[src/rtl/combo_lock_pkg.sv]
// Shared state encoding and timer sizing for the combination-lock controller.
package combo_lock_pkg;

  typedef enum logic [2:0] {
    ST_ENTRY   = 3'd0,
    ST_OPEN    = 3'd1,
    ST_ERR     = 3'd2,
    ST_LOCKOUT = 3'd3,
    ST_PROG    = 3'd4
  } state_t;

  // Bits needed to hold (longest hold time - 1).
  function automatic int timer_w(input int a, input int b, input int c);
    int m;
    m = a;
    if (b > m) m = b;
    if (c > m) m = c;
    if (m < 2) return 1;
    return $clog2(m);
  endfunction

endpackage

[src/rtl/combo_lock_if.sv]
// Button-pulse / digit inputs and indicator outputs of the lock controller.
interface combo_lock_if #(
  parameter int DIGIT_W  = 4,
  parameter int CODE_LEN = 4
);
  logic [DIGIT_W-1:0]          i_digit;
  logic                        i_enter_pulse;
  logic                        i_clear_pulse;
  logic                        i_set_pulse;
  logic                        o_unlocked;
  logic                        o_prog;
  logic                        o_error;
  logic                        o_locked_out;
  logic [$clog2(CODE_LEN)-1:0] o_entry_count;

  modport master (
    output i_digit, i_enter_pulse, i_clear_pulse, i_set_pulse,
    input  o_unlocked, o_prog, o_error, o_locked_out, o_entry_count
  );

  modport slave (
    input  i_digit, i_enter_pulse, i_clear_pulse, i_set_pulse,
    output o_unlocked, o_prog, o_error, o_locked_out, o_entry_count
  );
endinterface

[src/rtl/lock_timer.sv]
// Shared hold-time down-counter: load N-1 on state entry, done while at zero.
module lock_timer #(
  parameter int W = 8
) (
  input  logic         i_clk,
  input  logic         i_rst,
  input  logic         i_load,
  input  logic [W-1:0] i_load_val,
  output logic         o_done
);
  logic [W-1:0] r_count;

  always_ff @(posedge i_clk) begin
    if (i_rst)             r_count <= '0;
    else if (i_load)       r_count <= i_load_val;
    else if (r_count != '0) r_count <= r_count - 1'b1;
  end

  assign o_done = (r_count == '0);
endmodule

[src/rtl/combo_lock_fsm.sv]
// Combination lock: ENTRY collects digits, OPEN unlocked, ERR/LOCKOUT timed
// penalties, PROG captures a new code while unlocked.
module combo_lock_fsm
  import combo_lock_pkg::*;
#(
  parameter int                           DIGIT_W        = 4,
  parameter int                           CODE_LEN       = 4,
  parameter logic [DIGIT_W*CODE_LEN-1:0]  CODE           = 16'h1234,
  parameter int                           MAX_FAIL       = 3,
  parameter int                           ERR_CYCLES     = 50_000_000,
  parameter int                           OPEN_CYCLES    = 250_000_000,
  parameter int                           LOCKOUT_CYCLES = 500_000_000
) (
  input  logic           i_clk,
  input  logic           i_rst,
  combo_lock_if.slave    bus
);
  localparam int IW = $clog2(CODE_LEN);
  localparam int FW = $clog2(MAX_FAIL + 1);
  localparam int CW = DIGIT_W * CODE_LEN;
  localparam int TW = timer_w(ERR_CYCLES, OPEN_CYCLES, LOCKOUT_CYCLES);

  localparam logic [IW-1:0] LAST_IDX = IW'(CODE_LEN - 1);
  localparam logic [FW-1:0] FAIL_MAX = FW'(MAX_FAIL);
  localparam logic [TW-1:0] ERR_LD   = TW'(ERR_CYCLES - 1);
  localparam logic [TW-1:0] OPEN_LD  = TW'(OPEN_CYCLES - 1);
  localparam logic [TW-1:0] LOCK_LD  = TW'(LOCKOUT_CYCLES - 1);

  state_t            r_state,  w_state_nxt;
  logic [CW-1:0]     r_code,   w_code_nxt;
  logic [CW-1:0]     r_shadow, w_shadow_nxt;
  logic [IW-1:0]     r_idx,    w_idx_nxt;
  logic              r_mis,    w_mis_nxt;
  logic [FW-1:0]     r_fail,   w_fail_nxt;

  logic              w_tmr_load;
  logic [TW-1:0]     w_tmr_val;
  logic              w_tmr_done;
  logic              w_enter;
  logic              w_set;
  logic              w_mis_all;
  logic [FW-1:0]     w_fail_inc;
  logic [DIGIT_W-1:0] w_cur_digit;
  logic [CW-1:0]     w_shadow_wr;

  // Clear outranks Set, Set outranks Enter; losers are dropped.
  assign w_set   = bus.i_set_pulse & ~bus.i_clear_pulse;
  assign w_enter = bus.i_enter_pulse & ~bus.i_clear_pulse & ~bus.i_set_pulse;

  // Digit 0 sits in the most-significant field.
  always_comb begin
    w_cur_digit = '0;
    w_shadow_wr = r_shadow;
    for (int k = 0; k < CODE_LEN; k++) begin
      if (r_idx == IW'(k)) begin
        w_cur_digit = r_code[(CODE_LEN-1-k)*DIGIT_W +: DIGIT_W];
        w_shadow_wr[(CODE_LEN-1-k)*DIGIT_W +: DIGIT_W] = bus.i_digit;
      end
    end
  end

  assign w_mis_all  = r_mis | (bus.i_digit != w_cur_digit);
  assign w_fail_inc = (r_fail == FAIL_MAX) ? r_fail : r_fail + 1'b1;

  always_comb begin
    w_state_nxt  = r_state;
    w_code_nxt   = r_code;
    w_shadow_nxt = r_shadow;
    w_idx_nxt    = r_idx;
    w_mis_nxt    = r_mis;
    w_fail_nxt   = r_fail;
    w_tmr_load   = 1'b0;
    w_tmr_val    = '0;

    case (r_state)
      ST_ENTRY: begin
        if (bus.i_clear_pulse) begin
          w_idx_nxt = '0;
          w_mis_nxt = 1'b0;
        end else if (w_enter) begin
          if (r_idx == LAST_IDX) begin
            w_idx_nxt = '0;
            w_mis_nxt = 1'b0;
            if (!w_mis_all) begin
              w_state_nxt = ST_OPEN;
              w_fail_nxt  = '0;
              w_tmr_load  = 1'b1;
              w_tmr_val   = OPEN_LD;
            end else begin
              w_fail_nxt = w_fail_inc;
              w_tmr_load = 1'b1;
              if (w_fail_inc == FAIL_MAX) begin
                w_state_nxt = ST_LOCKOUT;
                w_tmr_val   = LOCK_LD;
              end else begin
                w_state_nxt = ST_ERR;
                w_tmr_val   = ERR_LD;
              end
            end
          end else begin
            w_idx_nxt = r_idx + 1'b1;
            w_mis_nxt = w_mis_all;
          end
        end
      end

      ST_ERR: begin
        if (w_tmr_done) w_state_nxt = ST_ENTRY;
      end

      ST_LOCKOUT: begin
        if (w_tmr_done) begin
          w_state_nxt = ST_ENTRY;
          w_fail_nxt  = '0;
        end
      end

      ST_OPEN: begin
        if (bus.i_clear_pulse)  w_state_nxt = ST_ENTRY;
        else if (w_set) begin
          w_state_nxt = ST_PROG;
          w_idx_nxt   = '0;
        end else if (w_tmr_done) w_state_nxt = ST_ENTRY;
      end

      ST_PROG: begin
        if (bus.i_clear_pulse) begin
          w_state_nxt = ST_OPEN;
          w_idx_nxt   = '0;
          w_tmr_load  = 1'b1;
          w_tmr_val   = OPEN_LD;
        end else if (w_enter) begin
          w_shadow_nxt = w_shadow_wr;
          if (r_idx == LAST_IDX) begin
            w_code_nxt  = w_shadow_wr;
            w_idx_nxt   = '0;
            w_state_nxt = ST_OPEN;
            w_tmr_load  = 1'b1;
            w_tmr_val   = OPEN_LD;
          end else begin
            w_idx_nxt = r_idx + 1'b1;
          end
        end
      end

      default: w_state_nxt = ST_ENTRY;
    endcase
  end

  always_ff @(posedge i_clk) begin
    if (i_rst) begin
      r_state  <= ST_ENTRY;
      r_code   <= CODE;
      r_shadow <= '0;
      r_idx    <= '0;
      r_mis    <= 1'b0;
      r_fail   <= '0;
    end else begin
      r_state  <= w_state_nxt;
      r_code   <= w_code_nxt;
      r_shadow <= w_shadow_nxt;
      r_idx    <= w_idx_nxt;
      r_mis    <= w_mis_nxt;
      r_fail   <= w_fail_nxt;
    end
  end

  lock_timer #(.W(TW)) u_timer (
    .i_clk      (i_clk),
    .i_rst      (i_rst),
    .i_load     (w_tmr_load),
    .i_load_val (w_tmr_val),
    .o_done     (w_tmr_done)
  );

  assign bus.o_unlocked    = (r_state == ST_OPEN) || (r_state == ST_PROG);
  assign bus.o_prog        = (r_state == ST_PROG);
  assign bus.o_error       = (r_state == ST_ERR);
  assign bus.o_locked_out  = (r_state == ST_LOCKOUT);
  assign bus.o_entry_count = ((r_state == ST_ENTRY) || (r_state == ST_PROG)) ? r_idx : '0;
endmodule

[src/flat_wrapper.sv]
// flat-port wrapper written by rule: the top's interface ports become plain ports
module combo_lock_fsm_flat import combo_lock_pkg::*;
#(
  parameter int                           DIGIT_W        = 4,
  parameter int                           CODE_LEN       = 4,
  parameter logic [DIGIT_W*CODE_LEN-1:0]  CODE           = 16'h1234,
  parameter int                           MAX_FAIL       = 3,
  parameter int                           ERR_CYCLES     = 50_000_000,
  parameter int                           OPEN_CYCLES    = 250_000_000,
  parameter int                           LOCKOUT_CYCLES = 500_000_000
)
  (i_clk, i_rst, bus_i_digit, bus_i_enter_pulse, bus_i_clear_pulse, bus_i_set_pulse, bus_o_unlocked, bus_o_prog, bus_o_error, bus_o_locked_out, bus_o_entry_count);
  combo_lock_if #(.DIGIT_W(DIGIT_W), .CODE_LEN(CODE_LEN)) bus_i ();
  input  logic i_clk;
  input  logic i_rst;
  input wire logic [$bits(bus_i.i_digit)-1:0] bus_i_digit;
  input wire logic [$bits(bus_i.i_enter_pulse)-1:0] bus_i_enter_pulse;
  input wire logic [$bits(bus_i.i_clear_pulse)-1:0] bus_i_clear_pulse;
  input wire logic [$bits(bus_i.i_set_pulse)-1:0] bus_i_set_pulse;
  output wire logic [$bits(bus_i.o_unlocked)-1:0] bus_o_unlocked;
  output wire logic [$bits(bus_i.o_prog)-1:0] bus_o_prog;
  output wire logic [$bits(bus_i.o_error)-1:0] bus_o_error;
  output wire logic [$bits(bus_i.o_locked_out)-1:0] bus_o_locked_out;
  output wire logic [$bits(bus_i.o_entry_count)-1:0] bus_o_entry_count;
  assign bus_i.i_digit = bus_i_digit;
  assign bus_i.i_enter_pulse = bus_i_enter_pulse;
  assign bus_i.i_clear_pulse = bus_i_clear_pulse;
  assign bus_i.i_set_pulse = bus_i_set_pulse;
  assign bus_o_unlocked = bus_i.o_unlocked;
  assign bus_o_prog = bus_i.o_prog;
  assign bus_o_error = bus_i.o_error;
  assign bus_o_locked_out = bus_i.o_locked_out;
  assign bus_o_entry_count = bus_i.o_entry_count;
  combo_lock_fsm #(.DIGIT_W(DIGIT_W), .CODE_LEN(CODE_LEN), .CODE(CODE), .MAX_FAIL(MAX_FAIL), .ERR_CYCLES(ERR_CYCLES), .OPEN_CYCLES(OPEN_CYCLES), .LOCKOUT_CYCLES(LOCKOUT_CYCLES)) u_core (.i_clk(i_clk), .i_rst(i_rst), .bus(bus_i));
endmodule
[config.mk]
export PLATFORM = sky130hd
export DESIGN_NAME = combo_lock_fsm_flat
export DESIGN_NICKNAME = d
export VERILOG_FILES = /design/src/rtl/combo_lock_pkg.sv /design/src/rtl/combo_lock_if.sv /design/src/rtl/lock_timer.sv /design/src/rtl/combo_lock_fsm.sv /design/src/flat_wrapper.sv
export SDC_FILE = /design/constraint.sdc
export NUM_CORES = 1
export LEC_CHECK = 0
export ABC_CLOCK_PERIOD_IN_PS = 6500
export CAP_MARGIN = 20
export CORE_MARGIN = 4
export CORE_UTILIZATION = 45
export DETAILED_ROUTE_END_ITERATION = 8
export HOLD_SLACK_MARGIN = 0.02
export SETUP_SLACK_MARGIN = 0.4
export SLEW_MARGIN = 20
export SYNTH_ARGS = -nofsm -noshare
export SYNTH_HDL_FRONTEND = slang
export SYNTH_SLANG_ARGS = --single-unit
export TNS_END_PERCENT = 30
[constraint.sdc]
create_clock -name i_clk -period 6.5 [get_ports i_clk]
set_clock_uncertainty 0.2 [all_clocks]
set_input_delay 1.625 -clock i_clk [delete_from_list [all_inputs] [get_ports i_clk]]
set_output_delay 1.625 -clock i_clk [all_outputs]
set_load 0.005 [all_outputs]
* Word-level counts from Yosys, hierarchy flattened
Index checks and enable logic that the tools add are counted.
Word-level totals: output and inout bits 6, logic and storage cells 106, bits in registers 69, input port bits 9
Operators by class: reduce and logical (&&, ||, !) cells 18, eq/ne operators 19, add/sub/neg operators 3, mux-type cells 53, bitwise operators 6
Operators with widths (number):
- $mux W29 | 9
- $pmux W29 S2 | 1
- $mux W4 | 8
- $mux W3 | 10
- $logic_not A29 Y1 | 1
- $reduce_bool A29 Y1 | 1
- $sub A29 B1 Y29 const B | 1
- $mux W28 | 1
- $mux W2 | 12
- $pmux W3 S4 | 1
- $reduce_and A5 Y1 | 2
- $eq A2 B2 Y1 const B | 4
- $mux W1 | 8
- $ne A2 B1 Y1 const B | 4
- $pmux W2 S2 | 2
- $reduce_and A4 Y1 | 2
- $reduce_bool A2 Y1 | 4
- $eq A3 B2 Y1 const B | 2
- $ne A3 B2 Y1 const B | 2
- $add A2 B1 Y2 const B | 2
- $ne A2 B2 Y1 const B | 2
- $ne A4 B4 Y1 | 1
- $reduce_or A2 Y1 | 2
- $and A1 B1 Y1 | 3
- 12 further kinds | 14

* Depth between registers and ports, before layout
Gate-level depths: netlist of the first run.
depth in word-level cells 13, depth in mapped cells 10, mapped depth without buffers 8

* Modules after synthesis
A second synthesis of the first run with hierarchy kept.
Unflattened totals: cells, all modules 425, area total of the unflattened synthesis 3649.8 um^2
Modules (own cells, without submodules):
- combo_lock_fsm | area each 1936.9 um^2, times used 1, cells an instance 243
- lock_timer | area each 1712.9 um^2, times used 1, cells an instance 182

* Worst setup path after synthesis of the first run
Ideal clock, no wire load.
kind input to register, start point input bus_i_clear_pulse, end point register u_core.r_code[15], data required time 6.214 ns, stages 6, path slack 3.171 ns, library setup time 0.086 ns, arrival 3.043 ns, buffers on the path 2, path through clkbuf_1 nand4bb_1 nor3_1 buf_2 nor2_1 a211oi_1
On the way: word-level cells in the longest chain between the ends 4
RTL lines:
- start: declaration | RTL line flat_wrapper.sv:18 | input wire logic [$bits(bus_i.i_clear_pulse)-1:0] bus_i_clear_pulse;
- $not A1 Y1 (no source line) *
- $and A1 B1 Y1 (2 in series) | RTL line combo_lock_fsm.sv:48 | assign w_enter = bus.i_enter_pulse & ~bus.i_clear_pulse & ~bus.i_set_pulse;
- $reduce_and A4 Y1 (no source line) *
- end signal: assignment | RTL line combo_lock_fsm.sv:160 | r_code <= w_code_nxt;
- end: declaration | RTL line combo_lock_fsm.sv:30 | logic [CW-1:0] r_code, w_code_nxt;
Mark *: on every way between the ends. The rest lies on a longest branch, timed or not. A chain may end at the register's enable or synchronous reset.

* Worst setup path in the final report of the first run
start point register u_core.r_state[1], end point output bus_o_prog
On the way: word-level cells in the longest chain between the ends 1
RTL lines:
- start: declaration | RTL line combo_lock_fsm.sv:29 | state_t r_state, w_state_nxt;
- start signal: assignment | RTL line combo_lock_fsm.sv:159 | r_state <= w_state_nxt;
- $eq A3 B3 Y1 | RTL line combo_lock_fsm.sv:177 | assign bus.o_prog = (r_state == ST_PROG);
- end: declaration | RTL line flat_wrapper.sv:21 | output wire logic [$bits(bus_i.o_prog)-1:0] bus_o_prog;
No other way between the ends.

==> metrics.txt, run 1 <==
status completed; RSZ-0062 raised after global routing no; clock-pin slew on the worst setup and hold paths around 0.070 ns; maximum vdd drop 0.0001503 V; max cap viols 0; final net count 420; CP arrival between 1.5 and 2 ns; CP Data Required Time 4.68 ns; Critical R2R Capture u_core.u_timer.r_count[9]; input/output buffers 14; fin area 3705 um^2; top cell type's share of synthesized area 0.3831; crit path time final 3.770 ns; ANT cells 0; P&R area growth vs syn 9.061%; DP Cell Count 494; Area after DPL 3555 um^2; crit-path max cell delay 0.56 ns; final period utilization 0.5799; vias post-DR 2837; routability cong. 0.8434; hold crit path type flip-flop to flip-flop; leading area contributor after synthesis dfxtp_1; Post-CTS Setup Inserts 0; EDFF count, synth 0; I/O pin total 15; initial antenna violation count 0; grt total ovfl 0; met2 Resource Use GR 0.2754; die area 9003 um^2; Avg Inst Size Synth 8.429 um^2; Hold Fails Final Rpt 0; Synthesized Nets 417; post-synth cell types 58; Clock Sinks 65; Slew Viols, Final 0; most common cell in the netlist dfxtp_1; Post-Synthesis Cell Area 3397 um^2; fraction of registers with async set/reset 0; CTS Hold Bufs 0; Avg WL per Cell roughly 15 um; drt first pass iters 5; synth top area cells dfxtp_1, a211oi_1, nor2_1; Clock Root Buffer clkbuf_8; sequential share of the synthesized area 0.3831; first-pass GRT wire length 13160 um; ys flop type dfxtp_1; slowest CP cell clkdlybuf4s50_1; vias per std cell 5.596; Commonest cells post-synth dfxtp_1, nor2_1, nand2_1; DRT iter0 DRCs approximately 120; row count 31; register bit total from synthesis 65; post_cts resized 0; Setup crit end kind output port; pin count of the biggest net entering global routing 47; die width between 90 and 100 um; Synth Warn # 0; worst path bufs/invs 1; post-route non-filler standard cell count 507; worst setup path startpoint u_core.r_state[1]; PD cells 391.1 nW/um^2; crit-path cells or2_2, nor2_1, clkdlybuf4s50_1; critical path peak fanout 10; post-synthesis cell count 403; Lkg Pwr 0.001342 uW; grt met3 use 0.05179; grt peak-use layer met2; layout cells sized above 1 0.06618; Max-slew headroom 0.3269; final setup margin roughly 2.7 ns; Total Power about 1400 uW; final WL 7661 um; Max Clk Rate 0.2653 GHz; CORE AREA 7292 um^2; worst setup path category flip-flop to output port; r2r worst-path depth 7; worst-case clock buffer depth 2; Post-Route Setup TNS 0 ns; drc violations 0; CP Depth 3; starting density of the core 0.4659; setup violators final 0; crit start category flip-flop; r2r setup slk 3.12 ns; clk_lat worst skew 0.34 ns; TritonCTS clock tree done; Filler cells 749; HPWL after DPL about 5200 um; CTS H-tree depth 3; antenna-violating nets left 0; crit path to bus_o_prog; vias in the first global route 2626; Crit path max-delay family simple AND/OR/NAND/NOR gates; die height about 95 um; dpl ws about 2.5 ns; gr usage total 0.1871; grt met1 use 0.2656; CTS buffer count 9; reg2reg start u_core.r_idx[0]; Least-Margin Pin Slew 1.010 ns
## worst min-delay path by stage
stage / from / to / cells after the start
2_1_floorplan: u_core.r_code[0] / u_core.r_code[0] / 2
3_3_place_gp: u_core.r_code[0] / u_core.r_code[0] / 2
3_5_place_dp: u_core.r_code[1] / u_core.r_code[1] / 2
4_1_cts: u_core.r_code[1] / u_core.r_code[1] / 2
5_1_grt: u_core.r_code[0] / u_core.r_code[0] / 2
6_report: u_core.r_code[0] / u_core.r_code[0] / 2
## flip-flops by register name, summed over array words and instances (netlist names)
name and cells:
u_core.r_idx 2, u_core.u_timer.r_count 29, u_core.r_shadow 12, u_core.r_state 3, u_core.r_mis 1, u_core.r_fail 2, u_core.r_code 16
## cells by family (layout without fill, tap and decap cells)
family,after synthesis,in the layout,synth area share
simple gates,182,182,0.2939
compound gates,89,89,0.1856
flops,65,65,0.3831
buf+inv,33,38,0.04309
xor+xnor,26,26,0.06704
fa+ha+maj,5,5,0.01842
mux,3,3,0.008840
## per-stage QoR
stage / hold WS (ns) / util
2_1_floorplan: 0.2367 / -
3_3_place_gp: 0.2452 / 0.4875
3_5_place_dp: 0.2506 / 0.4875
4_1_cts: 0.2590 / 0.5081
5_1_grt: 0.2940 / 0.5081
6_report: 0.2582 / 0.5081
## worst register-to-register path, stage by stage (launching register included)
cell	delay [ns]
dfxtp_1	0.38
ha_1	0.85
a211oi_1	0.13
a221oi_2	0.33
mux2i_1	0.12
or4_1	0.71
and2_4	0.27
a2111oi_4	0.29
## report_power, final
| part | switching [uW] | total, uW | internal (uW) |
|---|---|---|---|
| registers | 70.0 | 540 | 470 |
| logic | 361 | 625 | 264 |
| clock network | 142 | 285 | 142 |
| total | 573 | 1450 | 876 |
## routing by layer
metal  wire, um  vias to the layer above  share of wire
met5          0                        -              0
li1           -                     1447              -
met1       3907                     1325           0.51
met2       3273                       55           0.43
met3        392                       10          0.051
met4         87                        0          0.011
## final cells by class
class | instances | area [um^2] | share of cell area
multi-input cells | 305 | 1949 | 0.5262
flip-flops and latches | 65 | 1301 | 0.3512
clock buffers | 12 | 145.1 | 0.03918
repair buffers | 15 | 142.6 | 0.03850
well taps | 99 | 123.9 | 0.03343
inverters | 10 | 37.54 | 0.01013
clock inverters | 1 | 5.005 | 0.001351
## cell usage in the layout, fill, tap and decap left out, types with 3 or more instances in the layout
master	count
clkbuf_8	10
o211ai_1	5
inv_1	9
and3_1	5
dfxtp_1	65
nor2_1	50
a211o_1	3
nor3_1	21
a211oi_1	27
nor4_1	5
nor2b_1	19
ha_1	5
o21ai_0	9
or4_1	6
o21ai_1	5
nand3b_1	6
nand2_1	31
nor4_4	3
xor2_1	13
xnor2_1	13
clkdlybuf4s50_1	13
nand4_1	4
nand2b_1	3
nor3b_1	7
mux2i_1	3
nand3_1	7
a21oi_1	21
Power figures use the tool's default switching activity.
==> run 2: changes to the inputs <==
--- a/config.mk
+++ b/config.mk
@@ -5,7 +5,7 @@
 export SDC_FILE = /design/constraint.sdc
 export NUM_CORES = 1
 export LEC_CHECK = 0
-export ABC_CLOCK_PERIOD_IN_PS = 6500
+export ABC_CLOCK_PERIOD_IN_PS = 3780
 export CAP_MARGIN = 20
 export CORE_MARGIN = 4
 export CORE_UTILIZATION = 45
==> constraint.sdc (replaced) <==
create_clock -name i_clk -period 3.78 [get_ports i_clk]
set_clock_uncertainty 0.2 [all_clocks]
set_input_delay 0.945 -clock i_clk [delete_from_list [all_inputs] [get_ports i_clk]]
set_output_delay 0.945 -clock i_clk [all_outputs]
set_load 0.005 [all_outputs]
==> run 2 against run 1 <==
Against the previous run: sequential share of layout area decreased by 1.1 points; combinational power is 76% higher; critical endpoint is now u_core.u_timer.r_count[9]; largest power group unchanged; worst hold slack improved by 0.0013 ns; sequential power rose by 72%.
==> metrics.txt, run 2 (synthesis results as in run 1) <==
final WL 7893 um; top flop regs u_core.u_timer.r_count x29, u_core.r_code x16, u_core.r_shadow x12; Post-CTS Setup Inserts 0; setup violators final 0; grt total ovfl 0; Clock Sinks 65; Slew Viols, Final 0; routed length on met3 about 330 um; Area after DPL about 3600 um^2; max reg flops 29; Logic pwr share 0.409; hold crit path type flip-flop to flip-flop; CORE AREA between 7000 and 8000 um^2; worst setup path category flip-flop to flip-flop; status completed; Clk network pwr share 0.248; HPWL after DPL about 5300 um; row count 31; Max Clk Rate 0.3102 GHz; final period utilization 0.8529; starting density of the core 0.4659; die area between 9000 and 10000 um^2; max cap viols 0; PD cells around 700 nW/um^2; DRT iter0 DRCs 104; commonest non-fill, non-tap cells in the layout dfxtp_1, nor2_1, nand2_1; CP Data Required Time 3.83 ns; worst path bufs/invs 1; die height 94.89 um; Crit path max-delay family simple AND/OR/NAND/NOR gates; vias post-DR approximately 2900; Least-Margin Pin Slew 0.6483 ns; pin count of the biggest net entering global routing 30; CP most frequent cell a211oi_1; crit start category flip-flop; critical path peak fanout 16; antenna-violating nets left 0; fin util 0.5249; post-route non-filler standard cell count 516; TritonCTS clock tree done; Clock Root Buffer clkbuf_8; reg2reg start u_core.r_idx[0]; CTS buffer count 9; worst setup path startpoint u_core.r_idx[0]; crit-path cells inv_1, ha_1, a211oi_1, a211oi_1, xor2_1, or4_1, and2_4, a2111oi_4; CTS Hold Bufs 0; slowest CP cell or4_1; most common cell after layout, fill and taps aside dfxtp_1; Hold Fails Final Rpt 0; routability cong. 0.7932; P&R area growth vs syn 12.67%; crit-path max cell delay 0.73 ns; I/O pin total 15; maximum vdd drop 0.0002764 V; CTS H-tree depth 3; drc violations 0; Setup crit end kind flip-flop; Post-Route Setup TNS 0 ns; M1 WL 4062 um; Filler cells 743; fin area 3827 um^2; internal power 1693 uW; RSZ-0062 raised after global routing no; initial antenna violation count 0; Lkg Pwr 0.001400 uW; Switch Pwr ~1000 uW; worst hold start u_core.r_code[1]; DR WL met2 3451 um; Biggest register u_core.u_timer.r_count; first-pass GRT wire length 13250 um; Reg power frac 0.344; clock-pin slew on the worst setup and hold paths 0.07 ns; drt first pass iters 4; crit path time final 3.224 ns; final net count between 400 and 500; Avg WL per Cell 15.30 um; die width 94.89 um; CP arrival 3.27 ns; worst-case clock buffer depth 2; Top Metal Used met4; Sw Share 0.3725; gr usage total 0.1882; clk_lat worst skew 0.34 ns; layout cells sized above 1 0.08873; vias in the first global route 2685; ANT cells 0; input/output buffers 14; DP Cell Count 500; Max-slew headroom 0.5638; vias per std cell 5.564
==> run 2: cell type report <==
type,instances,area (um^2),share of cell area
multi-input combinational,305,1954,0.5106
clock buffer,14,162.7,0.04250
timing repair buffer,21,187.7,0.04904
sequential,65,1301,0.3400
tap,99,123.9,0.03236
clock inverter,2,60.06,0.01569
inverter,10,37.54,0.009807
==> run 2: worst paths after layout <==
path | slack (ns) | depth (start not counted) | endpoint
worst max-delay path | 0.56 | 8 | u_core.u_timer.r_count[9]
worst min register to register | 0.26 | 2 | u_core.r_code[1]
worst min-delay path | 0.26 | 2 | u_core.r_code[1]
worst max register to register | 0.56 | 8 | u_core.u_timer.r_count[9]
==> run 2: power by group through the flow <==
| stage | Clock, uW | Sequential (uW) | Combinational, uW |
|---|---|---|---|
| 4_1_cts | 686 | 925 | 1100 |
| 3_3_place_gp | 0 | 936 | 1090 |
| 5_1_grt | 713 | 944 | 1230 |
| 2_1_floorplan | 0 | 912 | 908 |
| 3_5_place_dp | 0 | 939 | 1090 |
| 6_report | 668 | 927 | 1100 |
==> run 2: per-stage QoR <==
step | setup slack, ns | hold WS [ns] | power [uW]
after floorplan | 1.109 | 0.2367 | 1820
after global placement | 0.4652 | 0.2447 | 2023
after detailed placement | 0.4270 | 0.2469 | 2033
after CTS | 0.5515 | 0.2562 | 2716
after global routing | 0.4337 | 0.2945 | 2886
final | 0.5561 | 0.2595 | 2698
==> run 2: metal layers <==
metal  vias up  GRT usage
li1       1469          -
met1      1348     0.2613
met2        47     0.2889
met3         7    0.04542
met4         0    0.05529
met5         -          0
==> run 2: worst register-to-register path: cells and delay by family (launching register included) <==
kind	cells	cell delay, ns
compound gates	3	0.78
fa+ha+maj	1	0.56
simple gates	2	1.00
buf+inv	1	0.12
xor+xnor	1	0.12
flops	1	0.35
==> run 2: what timing repair did <==
item | in CTS | in global routing
gates resized for setup | 0 | 2
endpoints found under the hold margin | 0 | 0
setup endpoints to repair | 0 | 2
==> run 3: changes to the inputs <==
--- a/config.mk
+++ b/config.mk
@@ -11,8 +11,8 @@
 export CORE_UTILIZATION = 45
 export DETAILED_ROUTE_END_ITERATION = 8
 export HOLD_SLACK_MARGIN = 0.02
+export PLACE_DENSITY = 0.61
 export SETUP_SLACK_MARGIN = 0.4
-export SLEW_MARGIN = 20
 export SYNTH_ARGS = -nofsm -noshare
 export SYNTH_HDL_FRONTEND = slang
 export SYNTH_SLANG_ARGS = --single-unit
==> run 3 against run 2 <==
Against the previous run: design area shrank 0.23%; register-to-register slack gained 0.06 ns; critical path depth is the same; critical endpoint unchanged; die area is the same; non-clock buffer count grew 4.
==> metrics.txt, run 3 (synthesis results as in run 1) <==
status completed; commonest non-fill, non-tap cells in the layout dfxtp_1, nor2_1, nand2_1; most common cell after layout, fill and taps aside dfxtp_1; Setup crit end kind flip-flop; initial antenna violation count 0; routability cong. approximately 0.86; vias post-DR 2893; die area 9003 um^2; Top Metal Used met4; DR WL met2 approximately 3400 um; DRT iter0 DRCs 166; setup violators final 0; Critical R2R Capture u_core.u_timer.r_count[9]; worst hold start u_core.r_code[1]; Least-Margin Pin Slew approximately 0.65 ns; drc violations 0; Biggest register u_core.u_timer.r_count; pin count of the biggest net entering global routing 45; grt total ovfl 0; worst setup path category flip-flop to flip-flop; CP arrival about 3.2 ns; I/O pin total 15; starting density of the core 0.4659; WHS Endpoint u_core.r_code[1]; Worst Hold Depth 2; drt first pass iters 4; reg2reg start u_core.r_idx[1]; Lkg Pwr 0.001410 uW; row count 31; clk_lat worst skew ~0.34 ns; max reg flops 29; WHS ~0.26 ns; final net count 430; HPWL after DPL 5402 um; Sw Share 0.3879; Slew Viols, Final 0; Post-Route Setup TNS 0 ns; Avg WL per Cell 15.24 um; Max Clk Rate 0.3162 GHz; Logic pwr share 0.425; input/output buffers 14; PD cells 686.8 nW/um^2; layout cells sized above 1 0.09264; first-pass GRT wire length ~13000 um; r2r setup slk 0.62 ns; max cap viols 0; CTS H-tree depth 3; vias per std cell approximately 5.6; CORE AREA about 7300 um^2; crit path time final between 3 and 4 ns; critical path peak fanout 16; RSZ-0062 raised after global routing no; vias in the first global route between 2000 and 3000; CP Data Required Time 3.82 ns; Clock Sinks 65; Post-CTS Setup Inserts 0; top flop regs u_core.u_timer.r_count x29, u_core.r_code x16, u_core.r_shadow x12; gr usage total 0.1886; Max-slew headroom 0.5627; antenna-violating nets left 0; final WL 7925 um; maximum vdd drop 0.0003407 V; Clock Root Buffer clkbuf_8; post_cts resized 0; CTS Hold Bufs 0; hold crit path type flip-flop to flip-flop; Reg power frac 0.353; TritonCTS clock tree done; ANT cells 0; Clk network pwr share 0.222; M1 WL 4066 um; r2r worst-path depth 8; internal power 1605 uW; Switch Pwr between 1000 and 1500 uW; CTS buffer count 9; routed length on met3 279 um; P&R area growth vs syn 12.41%; final period utilization 0.8367; worst-case clock buffer depth 2; clock-pin slew on the worst setup and hold paths about 0.070 ns; crit start category flip-flop; Hold Fails Final Rpt 0; die width 94.89 um; die height 94.89 um; fin util 0.5237
[run 3: cell types whose count changed in the layout (fill, tap and decap cells not counted), sizes merged]
| cell | before | now |
|---|---|---|
| clkbuf | 14 | 13 |
| clkinv | 1 | 3 |
| bufinv | 2 | 1 |
| buf | 8 | 12 |
[run 3: routing by layer]
metal | track usage | up-vias
met1 | 0.2697 | 1364
met5 | 0 | -
met4 | 0.08053 | 0
li1 | - | 1464
met3 | 0.03347 | 9
met2 | 0.2766 | 56
[run 3: final cells by class]
type | count | area (um^2)
clock inverter | 3 | 40.04
fill | 739 | 3473
sequential | 65 | 1301
clock buffer | 13 | 148.9
tap | 99 | 123.9
timing repair buffer | 25 | 217.7
multi-input combinational | 305 | 1949
inverter | 10 | 37.54
[run 3: metrics by stage]
step / total power (uW) / instance area, um^2 / cells / worst slack [ns]
after floorplan: 1820 / 3397 / 403 / 1.109
after global placement: 2021 / 3630 / 504 / 0.4654
after detailed placement: 2038 / 3630 / 504 / 0.4547
after CTS: 2642 / 3819 / 520 / 0.6159
after global routing: 2824 / 3819 / 520 / 0.4267
final: 2623 / 3819 / 520 / 0.6173
[run 3: how the worst max path moves through the flow]
| stage | from | slack [ns] | end | cells past startpoint |
|---|---|---|---|---|
| floorplan | u_core.r_idx[1] | 1.11 | u_core.u_timer.r_count[9] | 10 |
| global placement | bus_i_digit[2] | 0.47 | u_core.u_timer.r_count[9] | 6 |
| detailed placement | bus_i_digit[2] | 0.45 | u_core.u_timer.r_count[9] | 6 |
| CTS | u_core.r_idx[1] | 0.62 | u_core.u_timer.r_count[9] | 8 |
| global route | u_core.r_idx[1] | 0.43 | u_core.u_timer.r_count[9] | 8 |
| finish | u_core.r_idx[1] | 0.62 | u_core.u_timer.r_count[9] | 8 |
[run 3: worst max-delay path: stages (launching register included)]
cell	delay (ns)
dfxtp_1	0.34
inv_1	0.11
ha_1	0.53
a211oi_1	0.18
a221oi_2	0.31
mux2i_1	0.11
or4_1	0.70
and2_4	0.27
a2111oi_4	0.30
[run 3: power groups by stage]
stage | Sequential (uW) | Clock, uW | Combinational, uW
after floorplan | 912 | 0 | 908
after global placement | 937 | 0 | 1080
after detailed placement | 941 | 0 | 1100
after CTS | 926 | 599 | 1120
after global routing | 946 | 633 | 1250
final | 926 | 582 | 1110
==> patch (flow settings as in run 3) <==
`DIGIT_W` is set to 4 in 3 places; all go to 6.
--- a/src/rtl/combo_lock_if.sv
+++ b/src/rtl/combo_lock_if.sv
@@ -1,6 +1,6 @@
 // Button-pulse / digit inputs and indicator outputs of the lock controller.
 interface combo_lock_if #(
-  parameter int DIGIT_W  = 4,
+  parameter int DIGIT_W  = 6,
   parameter int CODE_LEN = 4
 );
   logic [DIGIT_W-1:0]          i_digit;
--- a/src/rtl/combo_lock_fsm.sv
+++ b/src/rtl/combo_lock_fsm.sv
@@ -3,7 +3,7 @@
 module combo_lock_fsm
   import combo_lock_pkg::*;
 #(
-  parameter int                           DIGIT_W        = 4,
+  parameter int                           DIGIT_W        = 6,
   parameter int                           CODE_LEN       = 4,
   parameter logic [DIGIT_W*CODE_LEN-1:0]  CODE           = 16'h1234,
   parameter int                           MAX_FAIL       = 3,
--- a/src/flat_wrapper.sv
+++ b/src/flat_wrapper.sv
@@ -1,7 +1,7 @@
 // flat-port wrapper written by rule: the top's interface ports become plain ports
 module combo_lock_fsm_flat import combo_lock_pkg::*;
 #(
-  parameter int                           DIGIT_W        = 4,
+  parameter int                           DIGIT_W        = 6,
   parameter int                           CODE_LEN       = 4,
   parameter logic [DIGIT_W*CODE_LEN-1:0]  CODE           = 16'h1234,
   parameter int                           MAX_FAIL       = 3,
Ports: changed (resized bus_i_digit); port bits go from 15 to 17. The function was not compared with the original's and may differ.
==> patch against run 3 <==
Cell count grew 17%; first-iteration DRC count grew 20%; sequential cell count increased by 14; wire length up 23%; final area increased by 17%; maximum frequency is 1.2% lower; total power down 6.4%; setup slack got worse by 37 ps; via count up 22%; utilization fell by 1.7 points; area after synthesis increased by 22%; hold slack got worse by 6.0 ps; largest power group is now sequential cells.
==> patch: results <==
export IMPL_outcome="finished, final reports clean"
export IMPL_synth_cells_most_frequent="sky130_fd_sc_hd__dfxtp_1, sky130_fd_sc_hd__a21oi_1, sky130_fd_sc_hd__nand2_1"
export IMPL_portBuffers=16
export IMPL_use_met3_pct=3.794
export IMPL_global_route_wire_length_before_repair_um=16440
export IMPL_global_route_usage_met1_pct=24.78
export IMPL_place_gp_congestion=0.8272
export IMPL_tritoncts_num_buffers=9
export IMPL_hold_buffers=0
export IMPL_worst_skew_pair_late_latency_ps=360
export IMPL_grt_max_degree=56
export IMPL_mappedNetlistNets=514
export IMPL_leakagePower_nw=1.539
export IMPL_vias_per_cell=5.793
export IMPL_max_slew_margin_rel_pct=44.67
export IMPL_critical_path_max_stage_delay_ps=590
export IMPL_ys_async_sr_fraction_pct=0
export IMPL_dp_hpwl_um=6797
export IMPL_final_layout_size_suffix_gt1_share_pct=9.381
export IMPL_clk_pin_slew_worst_paths_ps=90
export IMPL_post_cts_resized_instances=1
export IMPL_grt_met2_usage_pct=29.57
export IMPL_track_usage_pct=18.41
export IMPL_critical_path_top_delay_family="simple AND/OR/NAND/NOR gates"
export IMPL_path_max_fanout=11
export IMPL_clockRootBuffer="sky130_fd_sc_hd__clkbuf_8"
export IMPL_layout_top_registers="u_core.u_timer.r_count (29), u_core.r_code (24), u_core.r_shadow (18)"
export IMPL_antenna_found_initial=0
export IMPL_setup_viol=0
export IMPL_crit_slowest_cell="sky130_fd_sc_hd__or4_1"
export IMPL_timing_critical_path_arrival_ps=3300
export IMPL_min_path_type="flop to flop"
export IMPL_drtIter0Drc=199
export IMPL_vias_in_the_first_global_route=3351
export IMPL_wl_per_cell_um=16.04
export IMPL_synth_yosys_seq_area_share_pct=38.26
export IMPL_sw_frac_of_total_pct=36.88
export IMPL_yosys_cell_types_count=58
export IMPL_vdd_ir_drop_max_mv=0.2108
export IMPL_drt_first_pass_iters=4
export IMPL_ys_top_cells_by_area="sky130_fd_sc_hd__dfxtp_1, sky130_fd_sc_hd__a21oi_1, sky130_fd_sc_hd__nand2_1"
[patch: cell types whose count changed in the layout (fill, tap and decap cells not counted), moves of 5 or more]
cell | before | now
sky130_fd_sc_hd__a221oi_1 | 0 | 8
sky130_fd_sc_hd__nand2_1 | 31 | 52
sky130_fd_sc_hd__a21oi_1 | 21 | 61
sky130_fd_sc_hd__dfxtp_1 | 65 | 79
sky130_fd_sc_hd__nor2b_1 | 19 | 3
sky130_fd_sc_hd__a211oi_1 | 27 | 22
sky130_fd_sc_hd__mux2i_1 | 3 | 19
sky130_fd_sc_hd__nand3_1 | 7 | 30
sky130_fd_sc_hd__nor2_1 | 50 | 33
[patch: kinds of logic after synthesis]
family	Yosys count	share of synthesized area, %
multiplexers	19	4.600
XOR/XNOR	29	6.144
AO/OA/AOI/OAI	121	18.52
buffers and inverters	56	6.931
adder cells (fa/ha/maj)	5	1.513
flip-flops	79	38.26
AND/OR/NAND/NOR	189	24.03
[patch: area by class of cell]
class,instances,area (um2)
Fill cell,871,4363
Inverter,13,48.80
Sequential cell,79,1582
Clock buffer,10,137.6
Clock inverter,6,51.30
Timing Repair Buffer,30,260.3
Tap cell,108,135.1
Multi-Input combinational cell,363,2271
[patch: metal layers]
metal	part of all wire, %	vias up
met3	4.0	14
li1	-	1774
met5	0	-
met1	47	1677
met2	47	63
met4	1.6	0
[patch: worst paths after layout]
path,from,endpoint,slack (ps),depth (start not counted)
min reg2reg,u_core.r_shadow[21],u_core.r_shadow[21],260,2
min,u_core.r_shadow[21],u_core.r_shadow[21],260,2
max reg2reg,u_core.r_idx[0],u_core.u_timer.r_count[21],580,8
max,u_core.r_idx[0],u_core.u_timer.r_count[21],580,8
[patch: power by group through the flow]
stage,clock network (mW),logic [mW],registers [mW]
global placement,0,0.803,1.04
detailed placement,0,0.812,1.05
CTS,0.618,0.817,1.03
global route,0.659,0.907,1.05
floorplan,0,0.659,1.03
finish,0.609,0.816,1.03
[patch: metrics by stage]
step / utilization [%] / instances / instance area (um2) / worst slack, ps
global placement: 48.50 / 593 / 4292 / 394.4
CTS: 50.66 / 609 / 4483 / 513.8
finish: 50.69 / 609 / 4486 / 579.9
detailed placement: 48.50 / 593 / 4292 / 378.2
global route: 50.69 / 609 / 4486 / 414.6
floorplan: - / 498 / 4134 / 926.7
[patch: worst reg2reg max path: cells and delay by family, from the launching register on]
kind	cells	cell delay, ps
AOI/OAI and AO/OA	2	490
xor gates and xnor gates	1	160
adders and majority gates	1	560
buffers and inverters	1	120
DFF	1	360
and+or+nand+nor	3	1250
